`src/rtl/fifo_uart_tx.sv`:
```
// fifo_uart_tx
// Pulls words from a synchronous FIFO read port and sends each one as an
// asynchronous-serial frame:
//   start bit (0), B data bits LSB first, optional parity bit, 1 or 2 stop bits.
// A word is popped only when the block is about to send it, so the FIFO is
// paced by the serial line and no word is lost.
//
// Parameters
//   B    : data word width (matches the FIFO data bus)
//   DIV  : clock cycles per serial bit (>= 2)
//   PAR  : 0 = no parity, 1 = even parity, 2 = odd parity
//   STOP : number of stop bits (1 or 2)
//
// Ports
//   clk       : system clock, rising edge
//   rst       : asynchronous reset, active low
//   en        : 1 = may start new frames; 0 = finish current frame, then idle
//   emptyR    : FIFO empty flag
//   dataR     : FIFO read data, valid the cycle after enRd
//   enRd      : FIFO read enable, one pulse per word
//   txd       : serial line, idles high, registered
//   busy      : high whenever a frame is being fetched or sent
//   frameDone : one-cycle pulse in the last clock of the final stop bit
module fifo_uart_tx #(
   parameter int B    = 16,
   parameter int DIV  = 16,
   parameter int PAR  = 0,
   parameter int STOP = 1
) (
   input  logic         clk,
   input  logic         rst,
   input  logic         en,
   input  logic         emptyR,
   input  logic [B-1:0] dataR,
   output logic         enRd,
   output logic         txd,
   output logic         busy,
   output logic         frameDone
);

   localparam int BW = (DIV > 1) ? $clog2(DIV) : 1;
   localparam int NW = (B > 1) ? $clog2(B) : 1;

   localparam logic [BW-1:0] BAUD_LAST = BW'(DIV - 1);
   // frameDone is registered, so it is armed one cycle before the last clock
   localparam logic [BW-1:0] BAUD_PRE  = BW'(DIV - 2);
   localparam logic [NW-1:0] BIT_LAST  = NW'(B - 1);
   localparam logic          STOP_LAST = (STOP == 2);

   typedef enum logic [2:0] {
      IDLE,
      FETCH,
      LOAD,
      START,
      DATA,
      PARITY,
      STOP_ST
   } state_t;

   state_t         state_reg;
   logic [BW-1:0]  baud_reg;
   logic [NW-1:0]  bit_reg;
   logic           stop_reg;
   logic [B-1:0]   shift_reg;
   logic [B-1:0]   shift_next;
   logic           par_reg;
   logic           txd_reg;
   logic           done_reg;
   logic           baud_wrap;
   logic           start_ok;
   logic           timing;

   assign baud_wrap  = (baud_reg == BAUD_LAST);
   assign start_ok   = en & ~emptyR;
   assign shift_next = shift_reg >> 1;
   assign timing     = (state_reg == START) || (state_reg == DATA) ||
                       (state_reg == PARITY) || (state_reg == STOP_ST);

   assign enRd      = (state_reg == FETCH);
   assign busy      = (state_reg != IDLE);
   assign txd       = txd_reg;
   assign frameDone = done_reg;

   always_ff @(posedge clk or negedge rst) begin
      if (!rst) begin
         state_reg <= IDLE;
         baud_reg  <= '0;
         bit_reg   <= '0;
         stop_reg  <= 1'b0;
         shift_reg <= '0;
         par_reg   <= 1'b0;
         txd_reg   <= 1'b1;
         done_reg  <= 1'b0;
      end else begin
         // Baud counter free-runs only while a bit is on the line; it is held
         // at zero elsewhere so START always begins a full bit period.
         if (timing)
            baud_reg <= baud_wrap ? '0 : baud_reg + 1'b1;
         else
            baud_reg <= '0;

         done_reg <= (state_reg == STOP_ST) && (stop_reg == STOP_LAST) &&
                     (baud_reg == BAUD_PRE);

         case (state_reg)
            IDLE: begin
               txd_reg <= 1'b1;
               if (start_ok)
                  state_reg <= FETCH;
            end
            FETCH: begin
               // FIFO presents the word on the closing edge of this cycle
               state_reg <= LOAD;
            end
            LOAD: begin
               shift_reg <= dataR;
               par_reg   <= (PAR == 2) ? ~(^dataR) : ^dataR;
               txd_reg   <= 1'b0;
               state_reg <= START;
            end
            START: begin
               if (baud_wrap) begin
                  txd_reg   <= shift_reg[0];
                  bit_reg   <= '0;
                  state_reg <= DATA;
               end
            end
            DATA: begin
               if (baud_wrap) begin
                  if (bit_reg == BIT_LAST) begin
                     stop_reg <= 1'b0;
                     if (PAR != 0) begin
                        txd_reg   <= par_reg;
                        state_reg <= PARITY;
                     end else begin
                        txd_reg   <= 1'b1;
                        state_reg <= STOP_ST;
                     end
                  end else begin
                     shift_reg <= shift_next;
                     txd_reg   <= shift_next[0];
                     bit_reg   <= bit_reg + 1'b1;
                  end
               end
            end
            PARITY: begin
               if (baud_wrap) begin
                  txd_reg   <= 1'b1;
                  stop_reg  <= 1'b0;
                  state_reg <= STOP_ST;
               end
            end
            STOP_ST: begin
               if (baud_wrap) begin
                  if (stop_reg == STOP_LAST) begin
                     // en and emptyR are only consulted here and in IDLE
                     state_reg <= start_ok ? FETCH : IDLE;
                  end else begin
                     stop_reg <= 1'b1;
                  end
               end
            end
            default: begin
               txd_reg   <= 1'b1;
               state_reg <= IDLE;
            end
         endcase
      end
   end

endmodule

```
`config.mk`:
```
export PLATFORM = sky130hd
export DESIGN_NAME = fifo_uart_tx
export DESIGN_NICKNAME = d
export VERILOG_FILES = /design/src/rtl/fifo_uart_tx.sv
export SDC_FILE = /design/constraint.sdc
export NUM_CORES = 1
export LEC_CHECK = 0
export CAP_MARGIN = 20
export CELL_PAD_IN_SITES_DETAIL_PLACEMENT = 0
export CELL_PAD_IN_SITES_GLOBAL_PLACEMENT = 1
export CORE_ASPECT_RATIO = 1.4
export CORE_UTILIZATION = 41
export DETAILED_ROUTE_END_ITERATION = 10
export PLACE_DENSITY_LB_ADDON = 0.1
export RECOVER_POWER = 50
export SKIP_LAST_GASP = 1
export SYNTH_ARGS = -nofsm -noshare
export SYNTH_HDL_FRONTEND = slang
export SYNTH_SLANG_ARGS = --single-unit
```
`constraint.sdc`:
```
create_clock -name clk -period 2.25 [get_ports clk]
set_clock_uncertainty 0.1 [all_clocks]
set_input_delay 0.225 -clock clk [delete_from_list [all_inputs] [get_ports clk]]
set_output_delay 0.225 -clock clk [all_outputs]
set_load 0.01 [all_outputs]
```
# ---- Yosys cells after proc, flatten, opt, wreduce, memory -nomap -nowiden
# Index checks and enable logic that the tools add are counted.
dict set report word_totals {
  ff_bits 30
  word_cells 75
  in_bits 20
  output_inout_bits 4
}
dict set report classes {
  n_eq_ne 17
  add_sub_neg 2
  mux 29
  bitwise_logic 4
  reduce_logical 16
}
# operator count
set op_table {}
lappend op_table {{16-bit 2-to-1 mux} 2}
lappend op_table {{16-bit one-hot mux with 2 select lines} 1}
lappend op_table {{3-bit 2-to-1 mux} 7}
lappend op_table {{3-bit one-hot mux with 7 select lines} 1}
lappend op_table {{4-bit 2-to-1 mux} 5}
lappend op_table {{2-bit inequality test, second input constant} 7}
lappend op_table {{4-bit == test, second input constant} 3}
lappend op_table {{1-bit 2-to-1 mux} 10}
lappend op_table {{3-bit == test, second input constant} 3}
lappend op_table {{4-bit by 1-bit adder with 4-bit output, second input constant} 2}
lappend op_table {{4-bit one-hot mux with 2 select lines} 1}
lappend op_table {{4-bit AND reduction} 2}
lappend op_table {{7-bit AND reduction} 1}
lappend op_table {{3-bit by 2-bit == test with 1-bit output, second input constant} 2}
lappend op_table {{3-bit nonzero test} 2}
lappend op_table {{1-bit one-hot mux with 5 select lines} 1}
lappend op_table {{5-bit AND reduction} 1}
lappend op_table {{2-bit nonzero test} 2}
lappend op_table {{3-bit by 1-bit == test with 1-bit output, second input constant} 1}
lappend op_table {{3-bit zero test} 1}
lappend op_table {{1-bit logical OR} 3}
lappend op_table {{1-bit inverter} 3}
lappend op_table {{1-bit one-hot mux with 3 select lines} 1}
lappend op_table {{3-bit AND reduction} 1}
lappend op_table {{other kinds (4)} 5}

# ---- Logic depth before layout (Yosys ltp)
dict set report depth {
  depth_word 6
  mapped_depth 7
  ltp_nobuf 5
}

# ---- Worst setup path before layout
# OpenSTA, ideal clock, no wires.
dict set report synth_timing {
  kind {register to register}
  from {reg baud_reg[0]}
  to {reg shift_reg[0]}
  synth_period_minus_slack_ns 1.650
  setup_time_ns 0.124
  t_required_ns 2.026
  path_slack_ns 0.600
  arrival_time_ns 1.427
  path_stages_with_launch 7
  n_path_buf 2
  path_cell_list {dfrtp_1 -> ha_1 -> and3_1 -> buf_6 -> a32oi_4 -> buf_2 -> o21ai_1}
}
dict set report synth_via {
  elab_chain_cells 3
}
# element line_no
set synth_lines {}
lappend synth_lines {{start: declaration} 61} ;# logic [BW-1:0] baud_reg;
lappend synth_lines {{start signal: assignment} 98} ;# baud_reg <= baud_wrap ? '0 : baud_reg + 1'b1;
lappend synth_lines {{4-bit == test} 73} ;# assign baud_wrap = (baud_reg == BAUD_LAST);
lappend synth_lines {{2-bit inequality test (no line)} -}
lappend synth_lines {{3-bit AND reduction (no line)} -}
lappend synth_lines {{end signal: assignment} 116} ;# shift_reg <= dataR;
lappend synth_lines {{end signal: assignment} 140} ;# shift_reg <= shift_next;
lappend synth_lines {{end: declaration} 64} ;# logic [B-1:0] shift_reg;
# No other way between the ends.
# A chain may end at the register's enable or synchronous reset.

# ---- Final worst setup path
dict set report layout_timing {
  from {reg baud_reg[0]}
  to {reg shift_reg[13]}
}
# The elaborated chain is that of the path after synthesis.

==> impl_results.md <==
- Post-synthesis register bit count: 29
- Leak: 0.000868 uW
- Final std cells w/o fill: 219
- Fin crit share: 91.8%
- Die ar.: 3970 um2
- Crit Path Category: flop to flop
- Post-synth net total: 174
- Starting Density: 43.9%
- Multiplexer share of the synthesized area: 11.3%
- Core Box Area: 3470 um2
- Sink Count: 29
- Overflow after GRT: 0
- RSZ-0062 raised after global routing: false
- Initial DRT Pass Iterations: 3
- Yosys Warn Count: 0
- Drt total wl: 3.12 mm
- Pin count of the biggest net entering global routing: 33
- Async SR Flop Fraction: 100%
- Clock Latency Late Sink: 270 ps
- CP endpoint kind: flop
- Post-synthesis adder-cell area fraction: 3.12%
- Setup WS pre-CTS: 153 ps
- Final Wtd Congestion: 0.765
- Synth cell count leaders: dfrtp_1 (28), nand2_1 (21), mux2i_1 (15)
- Post-cts sizing count: 0
- WHS: 385 ps
- Post-CTS Setup Bufs: 0
- Crit path launch type: flop
- # hold bufs at CTS: 0
- Initial antenna violation count: 0
- Cell count after synthesis: 151
- Final setup violation count: 0
- Drt wl/cell: 14.2 um
- Critical path peak fanout: 16
- Antenna diodes: 0
- Global-route wire length before repair: 5.18 mm
- WP data arrival: 2100 ps
- Synthesized area per cell: 10.1 um2
- Max FFs per register: 16
- DP HPWL: 2.17 mm
- XOR/XNOR Fraction of Synth Area: 1.15%
- Sequential area share after synthesis: 47.7%
- DP Cell Count: 210
- Clock root buffer: clkbuf_8
- Hold Vio Cnt, Final: 0
- Post-synthesis simple-gate area fraction: 15.8%
- Residual DRC count: 0
- Synth top area share: 45.9%
- Final min period: 2070 ps
- Synth top area cells: dfrtp_1 (46%), mux2i_1 (9.8%), nand2_1 (5.2%)
- Tot GR Track Use: 18.3%
- Synth Cell Area: 1530 um2
- Die Wd: 53.5 um
- CTS tree: built
- Slew headroom: -5.29%
- Post-synthesis cell type count: 38
- Top Ports: 24
- FP Rows: 25
- Max Fclk: 484 MHz
- Die Y: 74.2 um
- Main flop type after synthesis: dfrtp_1
- Number of synthesized flops with an enable pin: 0
- Final setup margin: 184 ps
- PD cells: 551 nW/um2
- Setup TNS: 0 ps
- Final ANT Viol Nets: 0
- Initial DRC count: 20
- Hold Path Class: flop to flop
- Max IR drop VDD: 0.000502 V
- Drt via density: 5.40
- Most common cell in the synthesized netlist: dfrtp_1
- Vias in the first global route: 1118
- Area growth syn-to-layout: 23.8%
- Area leader, netlist: dfrtp_1
- Layout cells sized above 1: 10.1%
- # port buffers: 23
- # Max-Cap Violations: 1
- Nets@finish: 201
- Least-Margin Pin Slew: 1580 ps
- Bufs on Longest Clock Path: 2
- Clock transition at path regs: 60 ps
- Slew Viols, Final: 30
- Total number of H-tree levels: 2
- Vias: 1182
- Final Core Density: 54.4%
- CP required: 2280 ps
- Violated checks: max-capacitance violations, max-slew violations
- Cts bufs inserted: 5
- Status: finished with violations
- Largest family of logic cells by synthesized area: simple AND/OR/NAND/NOR gates
- Synth Area in Compound Gates: 15.8%
==> final timing paths <==
check	from	endpoint	slack, ps	cells past startpoint
max	baud_reg[0]$_DFF_PN0_	shift_reg[13]$_DFFE_PN0P_	180	4
min	shift_reg[14]$_DFFE_PN0P_	shift_reg[14]$_DFFE_PN0P_	390	2
max reg2reg	baud_reg[0]$_DFF_PN0_	shift_reg[13]$_DFFE_PN0P_	180	4
min reg2reg	shift_reg[14]$_DFFE_PN0P_	shift_reg[14]$_DFFE_PN0P_	390	2
max in group asynchronous	rst	shift_reg[11]$_DFFE_PN0P_	430	2
min in group asynchronous	rst	baud_reg[2]$_DFF_PN0_	710	2
==> worst max-delay path, stage by stage (launching register included) <==
cell     delay [ps]
dfrtp_1         420
ha_1            290
and3_1          290
a32oi_2         670
o21ai_1         150
==> per-layer routing <==
| metal | wire length, um | part of all wire, % | vias to the layer above | global-route usage (%) |
|---|---|---|---|---|
| met3 | 87 | 2.8 | 11 | 4.29 |
| met5 | 0 | 0 | - | 0 |
| met2 | 1510 | 48 | 25 | 29.3 |
| met4 | 117 | 3.8 | 0 | 10.5 |
| met1 | 1400 | 45 | 557 | 21.9 |
| li1 | - | - | 589 | - |
==> kinds of logic (layout without fill, tap and decap cells) <==
group | count (synthesis) | in the layout
simple gates | 47 | 47
fa+ha+maj | 4 | 4
mux | 17 | 17
compound gates | 39 | 40
flops | 29 | 29
buf+inv | 13 | 40
xor+xnor | 2 | 2
==> report_power, final <==
| part | internal [uW] | leakage (uW) | switching [uW] |
|---|---|---|---|
| Combinational | 40.6 | 0.000484 | 22.3 |
| Clock | 249 | 0.0000455 | 183 |
| Sequential | 537 | 0.000339 | 7.85 |
==> placed cells by master (no fill, tap or decap), drive strengths merged, types with 4 or more instances in the layout <==
cell type      synthesis  final
mux2i                 15     15
nand3                  4      4
clkbuf                 2     10
a21oi                  9      9
buf                    8      4
o21ai                 22     22
nor2                   6      6
nand2                 21     21
clkdlybuf4s50          0     22
dfrtp                 28     28
==> cell type report <==
| class | instances | area (um2) |
|---|---|---|
| inverters | 3 | 11.3 |
| repair buffers | 29 | 268 |
| well taps | 40 | 50.0 |
| multi-input cells | 110 | 742 |
| clock buffers | 8 | 90.1 |
| flip-flops and latches | 29 | 727 |
| fillers | 324 | 1580 |
==> stage by stage <==
stage,cell area (um2),total power (uW)
after CTS,1880,1060
after floorplan,1530,568
final,1890,1040
after detailed placement,1790,620
after global placement,1790,618
after global routing,1890,1090
Note: power is estimated with default switching activity, not from simulation.
==> RTL change 1, RTL diff (config.mk and constraints unchanged) <==
Re-encode `state_t` (7 states) as one-hot, 7 bits wide.
--- a/src/rtl/fifo_uart_tx.sv
+++ b/src/rtl/fifo_uart_tx.sv
@@ -47,14 +47,14 @@
    localparam logic [NW-1:0] BIT_LAST  = NW'(B - 1);
    localparam logic          STOP_LAST = (STOP == 2);
 
-   typedef enum logic [2:0] {
-      IDLE,
-      FETCH,
-      LOAD,
-      START,
-      DATA,
-      PARITY,
-      STOP_ST
+   typedef enum logic [6:0] {
+      IDLE    = 7'b0000001,
+      FETCH   = 7'b0000010,
+      LOAD    = 7'b0000100,
+      START   = 7'b0001000,
+      DATA    = 7'b0010000,
+      PARITY  = 7'b0100000,
+      STOP_ST = 7'b1000000
    } state_t;
 
    state_t         state_reg;
Function: same outputs for any inputs over 10 cycles, from zero or initial values and one cycle with rst low; not proved beyond that.
==> RTL change 1 against the unedited design <==
- the run ends with design-rule violations left
- largest cell class unchanged
- critical endpoint is now shift_reg[6]
- synthesized area rose by 18%
- fmax down 7.3%
- final area increased by 25%
- wire length increased by 23%
- sequential cell count increased by 3
- die area grew 17%
- setup slack got worse by 160 ps
Power is not compared: it rests on default switching activity, and its combinational part moved more than twofold at a synthesized area within 25%.
==> RTL change 1: results (changes against the unedited design) <==
clk_lat worst skew 290 ps (was 270 ps); crit share post-route 0.991 (was 0.918); violations in the final reports design-rule violations (was max-capacitance violations, max-slew violations); r2r endpoint shift_reg[6] (was shift_reg[13]); Placer Congestion 0.868 (was 0.765); flop2flop setup slack 20 ps (was 180 ps); cell family contributing the most delay on the critical path simple AND/OR/NAND/NOR gates (was compound AO/OA/AOI/OAI gates); DRC Markers 1 (was 0); grt met1 use 0.212 (was 0.219); vias in the first global route 1386 (was 1118); portion of netlist area occupied by mux cells 0.218 (was 0.113); worst r2r src state_reg[6] (was baud_reg[0]); Fin Hold WS 393 ps (was 385 ps); synth top area cells dfrtp_1, mux2_2, mux2_4 (was dfrtp_1, mux2i_1, nand2_1); WL met1 1490 um (was 1400 um); vias per cell 5.54 (was 5.40); global-route wire length before repair 6530 um (was 5180 um); syn nets 179 (was 174); Hold Startpoint baud_reg[0] (was shift_reg[14]); Seq/Total Area, Yosys 0.447 (was 0.477); CP max stage delay 550 ps (was 670 ps); Hold Crit Depth 1 (was 2); Post-Synth Adder-Cell Area 0.0209 (was 0.0312); Final HPWL DP 2800 um (was 2170 um); routed wl met3 142 um (was 87 um); share of cells above drive strength 1 0.361 (was 0.101); global routing usage on met2 0.336 (was 0.293); status complete, but fails checks (unchanged); Post-Synth XOR/XNOR Area 0.0146 (was 0.0115); Slew @ Worst Pin 809 ps (was 1580 ps); WL met2 2140 um (was 1510 um); slowest CP cell or4b_4 (was a32oi_2)
RTL change 1: cell count changes in the layout (fill, tap and decap cells not counted), moves of 4 or more:
cell,unedited run,this run
a21oi_1,9,2
buf_4,4,18
inv_1,3,7
mux2_2,2,21
mux2_4,0,9
mux2i_1,15,2
nand2_1,21,6
o21ai_1,14,0
RTL change 1: what timing repair did:
item	4_1_cts	5_1_grt
pin swaps	1	0
cloned	1	0
setup buffers	2	0
setup endpoints to repair	10	16
resized for setup	5	3
RTL change 1: metrics by stage:
| step | cell area (um2) | std cells |
|---|---|---|
| floorplan | 1800 | 156 |
| global placement | 2220 | 236 |
| detailed placement | 2220 | 236 |
| CTS | 2360 | 247 |
| global route | 2370 | 247 |
| finish | 2370 | 247 |
RTL change 1: final cells by class:
type                       instances  area [um2]  area share
clock buffer                       7        86.3      0.0365
clock inverter                     1        7.51     0.00317
inverter                           7        26.3      0.0111
multi-input combinational        109         931       0.393
sequential                        32         805       0.340
tap                               45        56.3      0.0238
timing repair buffer              46         457       0.193
==> RTL change 2, RTL diff (same settings) <==
Made on the original files. The parameter `B` goes from 16 to 32.
--- a/src/rtl/fifo_uart_tx.sv
+++ b/src/rtl/fifo_uart_tx.sv
@@ -22,7 +22,7 @@
 //   busy      : high whenever a frame is being fetched or sent
 //   frameDone : one-cycle pulse in the last clock of the final stop bit
 module fifo_uart_tx #(
-   parameter int B    = 16,
+   parameter int B    = 32,
    parameter int DIV  = 16,
    parameter int PAR  = 0,
    parameter int STOP = 1
Interface: changed (resized dataR); port bits go from 24 to 40. No check against the original RTL was run, so the function may have changed too.
==> RTL change 2 against the unedited design <==
- synthesized area grew 64%
- wire length grew 68%
- setup slack lost 140 ps
- power grew to 3.0 times the old value
- sequential cell count grew 17
- fmax shrank 6.2%
- final area grew 71%
- largest power group unchanged
==> RTL change 2: results (changes against the unedited design) <==
Final #Nets 286 (was 201); share of cells above drive strength 1 0.360 (was 0.101); syn nets 240 (was 174); reg2reg path depth 7 (was 4); first drt pass iteration count 4 (was 3); Min-Delay Path Class in2async (was reg2reg); Fill cells 512 (was 324); worst-path fanout max 8 (was 16); Critical Path AT 2290 ps (was 2100 ps); PortBufs 39 (was 23); Tmin final 2200 ps (was 2070 ps); Total GRT Usage 0.170 (was 0.183); status finished, final reports clean (was complete, but fails checks); peak supply drop 0.000610 V (was 0.000502 V); Final HPWL DP 3690 um (was 2170 um); Clock Tree Buf Depth 2 (unchanged); CP Launch Point bit_reg[0] (was baud_reg[0]); Seq/Total Area, Yosys 0.460 (was 0.477); clk_lat worst skew 300 ps (was 270 ps); Placer Congestion 0.772 (was 0.765); Slew HR 0.492 (was -0.0529); worst slack at placement -0.0138 ps (was 153 ps); vias 1743 (was 1182); clock-pin slew on the worst setup and hold paths 90 ps (was 60 ps); synth top area cells dfrtp_1, mux2_2, ha_1 (was dfrtp_1, mux2i_1, nand2_1); flop2flop setup slack 50 ps (was 180 ps); Leakage 1.35 nW (was 0.868 nW); r2r endpoint shift_reg[4] (was shift_reg[13]); routed wire length 5230 um (was 3120 um); Initial DRC Count 68 (was 20)
## RTL change 2: area by class of cell
cell class                 count  area, um2  area share
clock inverter                 3       43.8      0.0136
inverter                       4       15.0     0.00466
timing repair buffer          54        548       0.170
clock buffer                   5       68.8      0.0214
tap                           70       87.6      0.0272
sequential                    46       1150       0.358
multi-input combinational    135       1310       0.405
## RTL change 2: where the power goes
group | switching, W | leakage [nW] | internal, W
Sequential | 0.000251 | 0.559 | 0.00118
Combinational | 0.000385 | 0.732 | 0.000668
Clock | 0.000290 | 0.0585 | 0.000333
Total | 0.000927 | 1.35 | 0.00218
## RTL change 2: timing repair
item | in CTS | in global routing
gates resized for setup | 0 | 17
endpoints found under the hold margin | 22 | 0
setup endpoints to repair | 6 | 32
pin swaps | 1 | 0
gates cloned | 0 | 1
hold buffers | 1 | 0
## RTL change 2: kinds of logic after synthesis
| logic type | after synthesis | share of synthesized area |
|---|---|---|
| flops | 46 | 0.460 |
| buf+inv | 19 | 0.0465 |
| compound gates | 25 | 0.0765 |
| simple gates | 41 | 0.106 |
| xor+xnor | 1 | 0.00350 |
| fa+ha+maj | 4 | 0.0200 |
| mux | 64 | 0.287 |
## RTL change 2: metrics by stage
step	power (W)	instances	cell area, um2	utilization	hold WS [ps]
after floorplan	0.00206	200	2500	-	-171
after CTS	0.00302	316	3140	0.535	215
final	0.00311	317	3220	0.550	317
after global routing	0.00332	317	3220	0.550	388
after global placement	0.00230	307	3020	0.515	0.260
after detailed placement	0.00239	307	3020	0.515	9.41
## RTL change 2: layer usage
layer	routed length [um]	up-vias	track usage
li1	-	825	-
met1	2120	871	0.196
met2	2820	36	0.298
met3	171	11	0.0374
met4	116	0	0.0625
met5	0	-	0
## RTL change 2: worst min-delay path by stage
stage / endpoint / slack [ps] / cells past startpoint
2_1_floorplan: baud_reg[0] / -170 / 0
3_3_place_gp: state_reg[0] / 0.3 / 1
3_5_place_dp: state_reg[0] / 9 / 1
4_1_cts: state_reg[0] / 210 / 2
5_1_grt: shift_reg[31] / 390 / 3
6_report: bit_reg[3] / 320 / 2
## RTL change 2: worst max-delay path, cell delays in order (launching register included)
cell and delay (ps):
dfrtp_1 400, ha_2 200, and3_4 180, ha_4 150, nand4b_1 240, o22ai_4 270
clkbuf_16 230, mux2_2 330
